File: src/rtl/tdm_demux4.sv
// Receive-side 1:4 TDM lane demultiplexer with frame-marker sync tracking.
// Samples are staged per slot and published as a complete frame on A..D.
module tdm_demux4 #(
   parameter int WIDTH        = 8,
   parameter bit REQUIRE_SYNC = 1'b1
) (
   input  logic             clk,
   input  logic             rst_n,
   input  logic [WIDTH-1:0] din,
   input  logic             din_valid,
   input  logic             frame_sync,
   output logic [WIDTH-1:0] A,
   output logic [WIDTH-1:0] B,
   output logic [WIDTH-1:0] C,
   output logic [WIDTH-1:0] D,
   output logic             frame_valid,
   output logic [3:0]       lane_stb,
   output logic             sel1,
   output logic             sel0,
   output logic             locked,
   output logic             sync_err
);

   typedef enum logic {HUNT = 1'b0, LOCK = 1'b1} state_t;

   state_t           state_reg;
   logic [1:0]       slot_reg;
   logic [WIDTH-1:0] stage_reg [3];

   logic             acc;
   logic [1:0]       acc_slot;
   logic             err;
   logic             go_hunt;

   // Decide what the current sample does: accept into a slot, flag an error, or both.
   always_comb begin
      acc      = 1'b0;
      acc_slot = slot_reg;
      err      = 1'b0;
      go_hunt  = 1'b0;
      if (din_valid) begin
         if (state_reg == HUNT) begin
            if (frame_sync) begin
               acc      = 1'b1;
               acc_slot = 2'd0;
            end
         end else if (frame_sync && slot_reg != 2'd0) begin
            err      = 1'b1;
            acc      = 1'b1;
            acc_slot = 2'd0;
         end else if (!frame_sync && slot_reg == 2'd0 && REQUIRE_SYNC) begin
            err     = 1'b1;
            go_hunt = 1'b1;
         end else begin
            acc = 1'b1;
         end
      end
   end

   always_ff @(posedge clk or negedge rst_n) begin
      if (!rst_n) begin
         state_reg   <= HUNT;
         slot_reg    <= 2'd0;
         A           <= '0;
         B           <= '0;
         C           <= '0;
         D           <= '0;
         frame_valid <= 1'b0;
         lane_stb    <= 4'b0000;
         sync_err    <= 1'b0;
      end else begin
         lane_stb    <= acc ? (4'b0001 << acc_slot) : 4'b0000;
         sync_err    <= err;
         frame_valid <= acc && (acc_slot == 2'd3);
         if (acc) begin
            state_reg <= LOCK;
            slot_reg  <= acc_slot + 2'd1;
         end
         if (go_hunt) begin
            state_reg <= HUNT;
            slot_reg  <= 2'd0;
         end
         // Slot 3 completes the frame; all four lanes update on the same edge.
         if (acc && acc_slot == 2'd3) begin
            A <= stage_reg[0];
            B <= stage_reg[1];
            C <= stage_reg[2];
            D <= din;
         end
      end
   end

   for (genvar gi = 0; gi < 3; gi++) begin : g_stage
      always_ff @(posedge clk or negedge rst_n) begin
         if (!rst_n) begin
            stage_reg[gi] <= '0;
         end else if (acc && acc_slot == gi[1:0]) begin
            stage_reg[gi] <= din;
         end
      end
   end

   assign sel1   = slot_reg[1];
   assign sel0   = slot_reg[0];
   assign locked = (state_reg == LOCK);

endmodule
File: config.mk
export PLATFORM = sky130hd
export DESIGN_NAME = tdm_demux4
export DESIGN_NICKNAME = d
export VERILOG_FILES = /design/src/rtl/tdm_demux4.sv
export SDC_FILE = /design/constraint.sdc
export NUM_CORES = 1
export LEC_CHECK = 0
export BUFFER_PORTS_ARGS = -buffer_cell sky130_fd_sc_hd__buf_2
export CAP_MARGIN = 0
export CORE_ASPECT_RATIO = 1.1
export CORE_MARGIN = 2
export CORE_UTILIZATION = 45
export CTS_CLUSTER_SIZE = 16
export DETAILED_ROUTE_END_ITERATION = 10
export GPL_ROUTABILITY_DRIVEN = 0
export GPL_TIMING_DRIVEN = 0
export PLACE_DENSITY_LB_ADDON = 0.05
export SETUP_SLACK_MARGIN = 0.15
export SLEW_MARGIN = 20
export SYNTH_ARGS = -nofsm -noshare
export SYNTH_HDL_FRONTEND = slang
export SYNTH_SLANG_ARGS = --single-unit
export TNS_END_PERCENT = 50
File: constraint.sdc
create_clock -name clk -period 3.1 [get_ports clk]
set_input_delay 0.155 -clock clk [delete_from_list [all_inputs] [get_ports clk]]
set_output_delay 0.155 -clock clk [all_outputs]
set_load 0.1 [all_outputs]
==> out/metrics.cfg, run 1 <==
[outcome]
status = finished clean

[cts]
clock_path_buffers = 2
clk_latency_ns = 0.32
postCtsSetupBuffers = 0
root_buffer = clkbuf_8
cts_hold_buf = 1
numCtsBuffers = 9
cts.htree.levels = 3
cts_resized = 0
cts.sinks = 64
clk_pin_slew_worst_paths_ns = 0.07
cts_tree = done

[floorplanning]
die_width_um = 77.5
coreArea_um2 = 5770
fp.dieH_um = 84.8
die-area_um2 = 6570
rows = 29
io_pins = 53
initial_utilization_pct = 46.3

[final_layout]
largest_reg_flops = 24
regArea_um2 = 1600
final_cell_mix = dfrtp_1, buf_2, mux2_4, mux2_2, clkbuf_8
final_common_cell = dfrtp_1
multiInputGateArea_um2 = 987
nFillCells = 484
antenna_cells = 0
drive_gt1_share_pct = 59.1
syn_to_final_growth_pct = 21.3
layout.nets = 242

[sta]
worst_pin_slew_ns = 0.788
fin_crit_sh_pct = 81.5
max_freq_mhz = 396
finalCriticalPeriod_ns = 2.53
hold_violations = 0
report.final.slew_viol_count = 0
finClkSkew_ns = 0.00724
tns_ns = 0
finalSetupViolCount = 0
maxSlewHeadroom_pct = 47.5
grt_setup_unrepaired = no

[setup_path]
arrival_ns = 2.73
end_kind = register
path_class = reg2reg
crit_required_ns = 3.31
regToRegSetupSlack_ns = 0.57
critPathLaunchType = register
path_max_fanout = 9

[yosys]
ys.warnings.count = 0
ys_types = 25
async_flop_share_pct = 100
netlist_area_um2 = 2670
synth_area_leaders = dfrtp_1, mux2_4, mux2_2, ha_1, buf_6
synth_edf_count = 0
netlist.area_leader.share_pct = 59.9
muxShareOfSynthArea_pct = 27.7
yosys.area_share.simple_pct = 5.38
synth_fa_ha_area_share_pct = 1.40
postSynthAreaPerCell_um2 = 16.3
netlist_instances = 164
ys.flop_type = dfrtp_1
synth-seq-area-share_pct = 59.9
syn_nets = 179
synth_compound_area_share_pct = 2.48
yosysTopAreaCell = dfrtp_1
synth_xor_area_share_pct = 0
synth_top_family_by_area = multiplexers
ys_ff_latch = 64

[global_route]
antenna_found_initial = 0
grt_pass1_wl_um = 8200
grt-ovfl-total = 0
first_global_vias = 1557
track_usage_pct = 16.6
grt_max_degree = 65

[drt]
drt_iter0_markers = 128
routed_wirelength_um = 4860
vias_per_cell = 4.96
route.detailed.drc = 0
vias = 1533
dr.pass1.iters = 5
wire_per_inst_um = 15.7
ant_nets = 0

[placed_design]
numPortBuffers = 51
hpwlAfterDp_um = 3350

[min_path]
hold_path_class = in2reg

[run]
maxCapViolations = 0

## critical path, stage by stage (launching register included)
cell	delay, ns
dfrtp_1	0.48
or2_2	0.35
ha_1	0.20
nand2_1	0.11
nand2_1	0.07
nand2_1	0.09
and2_1	0.15
ha_1	0.16
inv_1	0.04
a211o_1	0.26
buf_2	0.20
mux2_2	0.30
## cell type report
type | count | share of cell area (%)
plain buffers | 7 | 1.89
well taps | 77 | 2.97
clock inverters | 5 | 1.70
inverters | 6 | 0.694
flip-flops and latches | 64 | 49.4
clock buffers | 11 | 4.67
multi-input cells | 87 | 30.4
repair buffers | 52 | 8.26
## metal layers
metal  GRT usage [%]  vias to the layer above  share of wire (%)
met1            22.3                      775                 44
met3            4.26                        6                4.8
met2            25.5                       48                 50
met5               0                        -                  0
met4            7.31                        0                1.1
li1                -                      704                  -
## synth_stat cells (2+ instances only)
cell     instances
o21ai_0          3
ha_1             3
a21oi_1          3
buf_4            3
dfrtp_1         64
nand2_1          6
mux2_4          29
nor2_1           2
nor3_1           2
inv_1            6
buf_6            3
mux2_2          27
## stage by stage
stage	area, um2	utilization, %	instances	worst slack [ns]	hold slack (ns)
6_report	3240	56.2	309	0.572	0.107
5_1_grt	3240	56.2	309	0.424	0.0936
4_1_cts	3240	56.2	309	0.597	0.0855
3_5_place_dp	3030	52.5	292	0.610	0.294
3_3_place_gp	3020	52.4	292	0.707	0.436
2_1_floorplan	2670	-	164	0.371	-0.141
## cell families (layout without fill, tap and decap cells)
logic type / count (synthesis) / in the layout
flip-flops: 64 / 64
AND/OR/NAND/NOR: 19 / 19
adder cells (fa/ha/maj): 3 / 3
AO/OA/AOI/OAI: 9 / 9
buffers and inverters: 13 / 81
multiplexers: 56 / 56
## final timing paths
kind,startpoint,end,cells past startpoint
max,slot_reg[1],stage_reg[2],11
min,din[7],D[7],2
max reg2reg,slot_reg[1],stage_reg[2],11
min reg2reg,stage_reg[13],B[5],1
max in group asynchronous,rst_n,B[2],2
min in group asynchronous,rst_n,A[5],2
Power of run 1 is not shown: default switching activity piles up to over one toggle a cycle in this logic, so the estimate is an artifact.
==> run 2, diff against run 1 <==
==> constraint.sdc (replaced) <==
create_clock -name clk -period 2.1 [get_ports clk]
set_input_delay 0.105 -clock clk [delete_from_list [all_inputs] [get_ports clk]]
set_output_delay 0.105 -clock clk [all_outputs]
set_load 0.1 [all_outputs]
==> run 2 against run 1 <==
Compared with the run above: clock skew up 0.0041 ns; final area is 8.7% higher; utilization grew 4.9 points; worst hold slack worse by 0.044 ns; via count rose by 3.1%; the run now ends with setup timing left; largest cell class unchanged; critical endpoint is now stage_reg[0]; first-iteration DRC count shrank 34%.
==> out/metrics.cfg, run 2 (synthesized netlist as in run 1, its figures left out) <==
[outcome]
status = complete, but fails checks
violations = setup timing

[setup_path]
end_kind = register
r2r.worst_path.cells = 11
arrival_ns = 2.37
rr_endpoint = stage_reg[0]
critPathLaunchType = register
path_class = reg2reg
regToRegSetupSlack_ns = -0.07
crit_required_ns = 2.31
path_max_fanout = 9
r2r_start = slot_reg[0]

[global_route]
grt-ovfl-total = 0
first_global_vias = 1656
antenna_found_initial = 0
track_usage_pct = 16.7
grt_max_degree = 65
grt_pass1_wl_um = 8250

[final_layout]
post-route-util_pct = 61.1
antenna_cells = 0
final_common_cell = dfrtp_1
layout.nets = 254
syn_to_final_growth_pct = 31.9
drive_gt1_share_pct = 63.5
final_cell_mix = dfrtp_1, buf_2, mux2_4, mux2_2, clkbuf_8
nFillCells = 459
largest_reg_flops = 24

[drt]
dr.pass1.iters = 4
routed_wirelength_um = 5030
wire_per_inst_um = 15.7
route.detailed.drc = 0
drt_iter0_markers = 85
met1_length_um = 2330
wl_met2_um = 2480
ant_nets = 0
vias = 1581
highest_layer = met4
vias_per_cell = 4.93
route.met3.wl_um = 178

[floorplanning]
io_pins = 53
initial_utilization_pct = 46.3
fp.dieH_um = 84.8
coreArea_um2 = 5770
die-area_um2 = 6570
rows = 29
die_width_um = 77.5

[cts]
clock_path_buffers = 2
cts.htree.levels = 3
clk_pin_slew_worst_paths_ns = 0.07
clk_latency_ns = 0.33
cts_tree = done
numCtsBuffers = 9
cts.sinks = 64
root_buffer = clkbuf_8

[min_path]
min_from = din[7]
whs_path_depth = 2
min_to = D[7]
hold_path_class = in2reg

[sta]
finalSetupViolCount = 31
fin_crit_sh_pct = 103
finClkSkew_ns = 0.0114
grt_setup_unrepaired = yes
report.final.slew_viol_count = 0
max_freq_mhz = 461
worst_pin_slew_ns = 0.791
maxSlewHeadroom_pct = 47.3
hold_violations = 0
finalCriticalPeriod_ns = 2.17
setup_ws_ns = -0.0693

[run]
maxCapViolations = 0

[placed_design]
numPortBuffers = 51
hpwlAfterDp_um = 3260

run 2: cell types whose count changed in the layout (fill, tap and decap cells not counted), moves of 3 or more:
cell	before	now
mux2_2	27	19
mux2_4	29	37
buf_12	0	5
buf_4	4	8
dfrtp_1	64	61
run 2: critical path, stage by stage, from the launching register on:
cell     delay (ns)
dfrtp_4        0.49
or2_4          0.27
ha_4           0.16
nand2_2        0.05
nand2_1        0.05
nand2_1        0.07
and2_1         0.13
ha_1           0.14
inv_1          0.04
a211o_1        0.23
buf_6          0.15
mux2_2         0.26
run 2: worst max path at each step:
| stage | slack, ns | cells after the start | start | to |
|---|---|---|---|---|
| 2_1_floorplan | -0.19 | 6 | slot_reg[0] | A[7] |
| 3_3_place_gp | -0.17 | 5 | slot_reg[0] | stage_reg[11] |
| 3_5_place_dp | -0.20 | 6 | slot_reg[0] | D[7] |
| 4_1_cts | -0.07 | 11 | slot_reg[0] | stage_reg[0] |
| 5_1_grt | -0.18 | 11 | slot_reg[0] | stage_reg[5] |
| 6_report | -0.07 | 11 | slot_reg[0] | stage_reg[0] |
run 2: final cells by class:
class	count	area [um2]	share of cell area [%]
Tap cell	77	96.3	2.73
Timing Repair Buffer	64	438	12.4
Inverter	6	22.5	0.639
Clock buffer	9	124	3.51
Buffer	7	93.8	2.66
Clock inverter	7	103	2.91
Sequential cell	64	1610	45.7
Multi-Input combinational cell	87	1040	29.4
run 2: metal layers:
metal | vias to the layer above | track usage, %
met1 | 810 | 22.1
met2 | 39 | 26.4
li1 | 728 | -
met4 | 0 | 7.47
met5 | - | 0
met3 | 4 | 3.94
run 2: timing repair:
action,CTS,global route
setup endpoints to repair,59,58
gates cloned,2,0
hold buffers,1,0
hold endpoints to repair,64,0
buffers inserted,8,2
gates resized for setup,12,8
pin swaps,3,2
run 2: metrics by stage:
stage	setup slack [ns]	instances	hold WS, ns	cell area [um2]	TNS [ns]
2_1_floorplan	-0.191	164	-0.191	2710	-8.51
3_3_place_gp	-0.172	292	0.384	3060	-7.13
3_5_place_dp	-0.205	292	0.244	3060	-8.83
4_1_cts	-0.0726	319	0.0446	3470	-2.21
5_1_grt	-0.181	321	0.0539	3520	-3.60
6_report	-0.0693	321	0.0622	3520	-1.04
Power of run 2 is left out for the same reason.
